## src/rtl/i2s_audio_pkg.sv

```systemverilog
// Shared types and helpers for the I2S transmit audio path.
//   SAMPLE_W_DEF  : default mono sample width
//   FRAME_MCLKS   : mclk cycles per 8 kHz I2S frame
//   sched_state_t : source scheduler ownership state
//   to_i2s_word   : left-justifies a sample into a 32-bit slot word
package i2s_audio_pkg;

  localparam int SAMPLE_W_DEF = 16;
  localparam int FRAME_MCLKS  = 1536;

  typedef enum logic {IDLE = 1'b0, OWN = 1'b1} sched_state_t;

  // sample arrives right-aligned in the low w bits; the serializer wants it
  // MSB-first in the slot, so shift it up and zero-fill below.
  function automatic logic [31:0] to_i2s_word(input logic [31:0] sample, input int w);
    return sample << (32 - w);
  endfunction

endpackage

```

## src/rtl/i2s_prio_enc.sv

```systemverilog
// Fixed-priority encoder, index 0 highest.
//   req        : request vector
//   mask_below : only requests with index < mask_below are eligible
//                (N = all, owner index = preemption search, 0 = none)
//   onehot     : winning request, one-hot, 0 if none
//   valid      : some eligible request exists
module i2s_prio_enc #(
  parameter int N = 4
) (
  input  logic [N-1:0]           req,
  input  logic [$clog2(N+1)-1:0] mask_below,
  output logic [N-1:0]           onehot,
  output logic                   valid
);

  localparam int IW = $clog2(N+1);

  // scan from the top so the lowest eligible index overwrites last
  always_comb begin
    onehot = '0;
    valid  = 1'b0;
    for (int i = N - 1; i >= 0; i--) begin
      if (req[i] && (IW'(i) < mask_below)) begin
        onehot    = '0;
        onehot[i] = 1'b1;
        valid     = 1'b1;
      end
    end
  end

endmodule

```

## src/rtl/i2s_tx_source_scheduler.sv

```systemverilog
// Shares the I2S transmit path between NUM_SRC mono sources. On each
// serializer frame-accept pulse it picks an owner by fixed priority (with
// hold-off on empty frames and optional preemption), consumes one sample
// from it and presents that sample for the following frame.
//   mclk, rst  : clock, synchronous active-high reset
//   pdout_ack  : serializer latched pdout_l/pdout_r (one per frame)
//   pdout_l/r  : left-justified sample words for the next frame
//   src_valid  : per-source sample available
//   src_data   : packed samples, slice i = [i*SAMPLE_W +: SAMPLE_W]
//   src_ready  : one-cycle consume pulse to the granted source
//   mute       : load silence while still consuming
//   grant      : one-hot current owner, 0 when idle
//   busy       : in OWN state
//   underrun   : one-cycle pulse, owner had no sample at a frame
module i2s_tx_source_scheduler
  import i2s_audio_pkg::*;
#(
  parameter int NUM_SRC     = 4,
  parameter int SAMPLE_W    = SAMPLE_W_DEF,
  parameter int HOLD_FRAMES = 16,
  parameter int PREEMPT     = 0
) (
  input  logic                        mclk,
  input  logic                        rst,
  input  logic                        pdout_ack,
  output logic [31:0]                 pdout_l,
  output logic [31:0]                 pdout_r,
  input  logic [NUM_SRC-1:0]          src_valid,
  input  logic [NUM_SRC*SAMPLE_W-1:0] src_data,
  output logic [NUM_SRC-1:0]          src_ready,
  input  logic                        mute,
  output logic [NUM_SRC-1:0]          grant,
  output logic                        busy,
  output logic                        underrun
);

  localparam int IW = $clog2(NUM_SRC + 1);
  localparam int MW = $clog2(HOLD_FRAMES + 1);

  generate
    if (HOLD_FRAMES < 1) begin : g_bad_hold
      $error("HOLD_FRAMES must be >= 1");
    end
    if (SAMPLE_W < 1 || SAMPLE_W > 32) begin : g_bad_width
      $error("SAMPLE_W must be in 1..32");
    end
  endgenerate

  sched_state_t         state, state_nxt;
  logic [MW-1:0]        miss_cnt, miss_nxt;
  logic [NUM_SRC-1:0]   grant_nxt, take, sel;
  logic                 sel_v, underrun_nxt;
  logic [IW-1:0]        owner_idx, mask;
  logic [SAMPLE_W-1:0]  take_data;
  logic [31:0]          pd_nxt;

  assign busy = (state == OWN);

  always_comb begin
    owner_idx = '0;
    for (int i = 0; i < NUM_SRC; i++)
      if (grant[i]) owner_idx = IW'(i);
  end

  // one encoder serves both searches: all sources when idle, only those
  // above the owner when preemption is enabled, nothing otherwise
  always_comb begin
    if (state == IDLE)     mask = IW'(NUM_SRC);
    else if (PREEMPT != 0) mask = owner_idx;
    else                   mask = '0;
  end

  i2s_prio_enc #(.N(NUM_SRC)) u_enc (
    .req        (src_valid),
    .mask_below (mask),
    .onehot     (sel),
    .valid      (sel_v)
  );

  always_comb begin
    state_nxt    = state;
    grant_nxt    = grant;
    miss_nxt     = miss_cnt;
    take         = '0;
    underrun_nxt = 1'b0;
    case (state)
      IDLE: begin
        if (sel_v) begin
          state_nxt = OWN;
          grant_nxt = sel;
          take      = sel;
          miss_nxt  = '0;
        end
      end
      OWN: begin
        if (sel_v) begin
          // only reachable with preemption: sel is above the owner
          grant_nxt = sel;
          take      = sel;
          miss_nxt  = '0;
        end else if (|(src_valid & grant)) begin
          take     = grant;
          miss_nxt = '0;
        end else begin
          underrun_nxt = 1'b1;
          miss_nxt     = miss_cnt + MW'(1);
          if (miss_nxt == MW'(HOLD_FRAMES)) begin
            state_nxt = IDLE;
            grant_nxt = '0;
            miss_nxt  = '0;
          end
        end
      end
      default: state_nxt = IDLE;
    endcase
  end

  always_comb begin
    take_data = '0;
    for (int i = 0; i < NUM_SRC; i++)
      if (take[i]) take_data = src_data[i*SAMPLE_W +: SAMPLE_W];
    // mute silences the slot but the sample is still consumed
    pd_nxt = (|take && !mute) ? to_i2s_word(32'(take_data), SAMPLE_W) : 32'h0;
  end

  always_ff @(posedge mclk) begin
    if (rst)            state <= IDLE;
    else if (pdout_ack) state <= state_nxt;
  end

  always_ff @(posedge mclk) begin
    if (rst) begin
      grant     <= '0;
      miss_cnt  <= '0;
      pdout_l   <= '0;
      pdout_r   <= '0;
      src_ready <= '0;
      underrun  <= 1'b0;
    end else if (pdout_ack) begin
      grant     <= grant_nxt;
      miss_cnt  <= miss_nxt;
      pdout_l   <= pd_nxt;
      pdout_r   <= pd_nxt;
      src_ready <= take;
      underrun  <= underrun_nxt;
    end else begin
      src_ready <= '0;
      underrun  <= 1'b0;
    end
  end

endmodule

```

## config.mk

```make
export PLATFORM = sky130hd
export DESIGN_NAME = i2s_tx_source_scheduler
export DESIGN_NICKNAME = d
export VERILOG_FILES = /design/src/rtl/i2s_audio_pkg.sv /design/src/rtl/i2s_prio_enc.sv /design/src/rtl/i2s_tx_source_scheduler.sv
export SDC_FILE = /design/constraint.sdc
export NUM_CORES = 1
export LEC_CHECK = 0
export ABC_AREA = 1
export BUFFER_PORTS_ARGS = -buffer_cell sky130_fd_sc_hd__buf_2
export CAP_MARGIN = 20
export CORE_MARGIN = 2
export CORE_UTILIZATION = 30
export DETAILED_ROUTE_END_ITERATION = 8
export SLEW_MARGIN = 30
export SYNTH_ARGS = -nofsm -noshare
export SYNTH_HDL_FRONTEND = slang
export SYNTH_SLANG_ARGS = --single-unit
```

## constraint.sdc

```tcl
create_clock -name mclk -period 1.6 [get_ports mclk]
set_clock_uncertainty 0.05 [all_clocks]
set_input_delay 0.32 -clock mclk [delete_from_list [all_inputs] [get_ports mclk]]
set_output_delay 0.32 -clock mclk [all_outputs]
set_load 0.01 [all_outputs]
```

==> summary.md <==
| Metric | Value |
|---|---|
| Worst-path cell chain | `nand2_2 > nand2_2 > inv_2 > nand2_4 > nand2_4 > buf_12 > o21ai_4 > buf_6 > clkbuf_16 > a21oi_2 > nand2_1 > nand2_1 > a21oi_1` |
| CTS H-tree lvls | `2` |
| First-pass GRT wire length | `about 12000 um` |
| Syn_area_per_cell | `6.24 um2` |
| Final Util | `46.9%` |
| Seq cells post-synth | `31` |
| Mux cell area share after synthesis | `0%` |
| Synth warnings | `0` |
| CP max stage cell | `dfxtp_2` |
| Dpl cell area | `0.00291 mm2` |
| Worst-path maximum fanout | `5` |
| WL met3 | `578 um` |
| CTS tree | `built` |
| Max Cap Violations | `0` |
| Seq/Total Area, Yosys | `a little over a quarter` |
| Antenna cells | `0` |
| Met2 wire len | `3900 um` |
| Failing checks | `setup timing` |
| Drc violations | `0` |
| I/O pins | `146` |
| Final Hold Vio Count | `0` |
| Reg2reg start | `grant[3]` |
| Hold Crit Class | `input port to flop` |
| Worst EP required | `1770 ps` |
| Largest family of logic cells by synthesized area | `simple AND/OR/NAND/NOR gates` |
| Dpl hpwl | `5750 um` |
| Final period utilization | `102%` |
| Clk slew on worst S/H paths | `70 ps` |
| Critical path type | `flop to flop` |
| Nets@finish | `580` |
| TritonRoute pass-1 iters | `4` |
| Pleak | `1.87 nW` |
| Core ar. | `between 0.007 and 0.008 mm2` |
| Netlist Area Pre-Place | `between 0.002 and 0.0025 mm2` |
| Worst hold margin | `290 ps` |
| # port buffers | `113` |
| Synth cell types | `28` |
| Flop-to-flop setup slack | `-30 ps` |
| Die Area | `0.00833 mm2` |
| Worst setup path start | `grant[3]` |
| Routed WL | `8060 um` |
| Vias | `~2700` |
| Final setup violation count | `7` |
| Top Layer Used | `met4` |
| Adder-Cell Fraction of Synth Area | `0.548%` |
| Core Rows | `31` |
| Clock sink count | `31` |
| Initial antenna violation count | `0` |
| Max clock buf depth | `2` |
| RSZ-0062 raised after global routing | `true` |
| Post-Layout Cell Count | `606` |
| DRT iter0 DRCs | `a little under 100` |
| Clk root buf | `clkbuf_8` |
| Worst setup endpoint | `pdout_r[31]` |
| Total gr overflow | `0` |
| Drt wl/cell | `between 10 and 15 um` |
| Vias in the first global route | `2429` |
| Num CTS Buffers | `5` |
| Inst Count DP | `577` |
| GR Util All Layers | `17.8%` |
| Max-slew violations | `0` |
| Crit path largest cell delay | `350 ps` |
| Area contributors post-synth | `dfxtp_1, nand2_1, buf_4` |
| CP arrival | `1790 ps` |
| DIE HEIGHT | `91.2 um` |
| Vias/cell | `4.50` |
| PwrDens | `about 640 mW/mm2` |
| GPL Wtd Cong | `about 0.83` |
| Post-synth top area share | `between 20 and 30%` |
| M1 WL | `between 3000 and 4000 um` |
| Cell area after layout | `0.00343 mm2` |
| Area growth syn-to-layout | `50.4%` |
| Worst setup EP type | `flop` |
| R2R Path End | `pdout_r[31]` |
| Post-layout min period | `1630 ps` |
| Reg2Reg Depth | `13` |
| Post-synthesis xor/xnor area fraction | `0.767%` |
| Post-Synth Simple-Gate Area | `a little over a third` |
| CP Launch Type | `flop` |
| Compound-Gate Fraction of Synth Area | `13.2%` |
| Layout cells sized above 1 | `44.6%` |
| Skew-Pair Late Insertion Delay | `between 200 and 300 ps` |
| Starting Density | `between 30% and 40%` |
| Peak Freq | `~600 MHz` |
| Yosys top cell by area | `dfxtp_1` |
| Pin count of the biggest net entering global routing | `24` |
| Post-Synthesis Cells | `366` |
| Outcome | `finished, violations left` |
| Peak supply drop | `about 0.29 mV` |
| Antenna-violating nets left | `0` |
| Die width | `91.2 um` |
| Setup ws final | `-26.6 ps` |
| TNS Setup | `-105 ps` |
## sequential cells by signal, indices dropped and copies added, names as in the netlist
name / flops
underrun: 1
pdout_r: 16
grant: 4
src_ready: 4
miss_cnt: 5
busy: 1
## power breakdown
group	total [mW]	internal (mW)	leakage, nW	switching [mW]
combinational	0.740	0.324	1.56	0.416
sequential	0.835	0.806	0.255	0.0294
clock	0.638	0.337	0.0470	0.301
## Yosys cell counts (all sizes together)
cell type / instances
a211oi: 1
a21oi: 43
a31oi: 1
buf: 57
clkbuf: 3
clkinv: 1
conb: 1
dfxtp: 31
ha: 1
inv: 19
nand2: 125
nand3: 26
nand4: 2
nor2: 45
o211ai: 1
o21ai: 7
xnor2: 1
xor2: 1
## routing by layer
layer / up-vias / global-route usage (%)
met5: - / 0
met4: 0 / 2.90
met3: 8 / 4.73
met2: 130 / 30.5
met1: 1224 / 22.8
li1: 1363 / -
## cell families after synthesis
logic type	after synthesis
simple gates	198
buf+inv	80
fa+ha+maj	1
xor+xnor	2
other cells	1
compound gates	53
flops	31
## metrics by stage
| step | total power, mW | setup slack (ps) |
|---|---|---|
| floorplan | 1.26 | 1.05 |
| global placement | 1.46 | -137 |
| detailed placement | 1.46 | -158 |
| CTS | 2.15 | -3.74 |
| global route | 2.34 | -106 |
| finish | 2.21 | -26.6 |
## critical path, delay by kind of cell (launching register included)
family          cells  cell delay (ps)
compound gates      3              310
buf+inv             4              450
flops               1              350
simple gates        6              400
## final cells by class
type,instances,area [um2]
Fill cell,762,3900
Inverter,20,92.6
Sequential cell,31,632
Clock inverter,1,5.00
Tap cell,99,124
Multi-Input combinational cell,287,1460
Clock buffer,6,82.6
Timing Repair inverter,1,7.51
Timing Repair Buffer,161,1030
## worst min path at each step
stage	endpoint	slack, ps	startpoint	cells past startpoint
detailed placement	miss_cnt[2]	420	miss_cnt[2]	2
CTS	busy	280	pdout_ack	3
global route	busy	280	pdout_ack	3
finish	busy	290	pdout_ack	3
global placement	pdout_r[27]	420	pdout_r[27]	2
floorplan	pdout_r[23]	340	rst	1
## placed cells by master, fill, tap and decap left out, types with 2 or more instances in the layout
| cell | synthesis | layout |
|---|---|---|
| clkbuf_8 | 0 | 6 |
| a21oi_2 | 1 | 6 |
| buf_6 | 2 | 7 |
| nand4_1 | 2 | 2 |
| a21oi_1 | 42 | 36 |
| nand2_2 | 1 | 9 |
| nor2_1 | 44 | 37 |
| dfxtp_2 | 0 | 6 |
| o21ai_2 | 1 | 2 |
| inv_4 | 2 | 4 |
| buf_4 | 53 | 35 |
| inv_1 | 14 | 12 |
| o21ai_0 | 4 | 2 |
| buf_2 | 2 | 113 |
| nor2_2 | 0 | 6 |
| inv_2 | 3 | 2 |
| nand2_1 | 122 | 109 |
| nand3_1 | 26 | 23 |
| dfxtp_1 | 31 | 24 |
| conb_1 | 1 | 32 |
| nand3_2 | 0 | 2 |
| o21ai_4 | 2 | 2 |
| buf_12 | 0 | 5 |
| nor2_4 | 1 | 2 |
| nand2_4 | 2 | 8 |
## timing repair
item                       in CTS  in global routing
buffers inserted               11                  8
cloned                          2                  1
pin swaps                      16                 10
gates resized for setup        28                 41
hold buffers                    0                  0
setup endpoints to repair      20                 26
(Power assumes the default switching activity.)
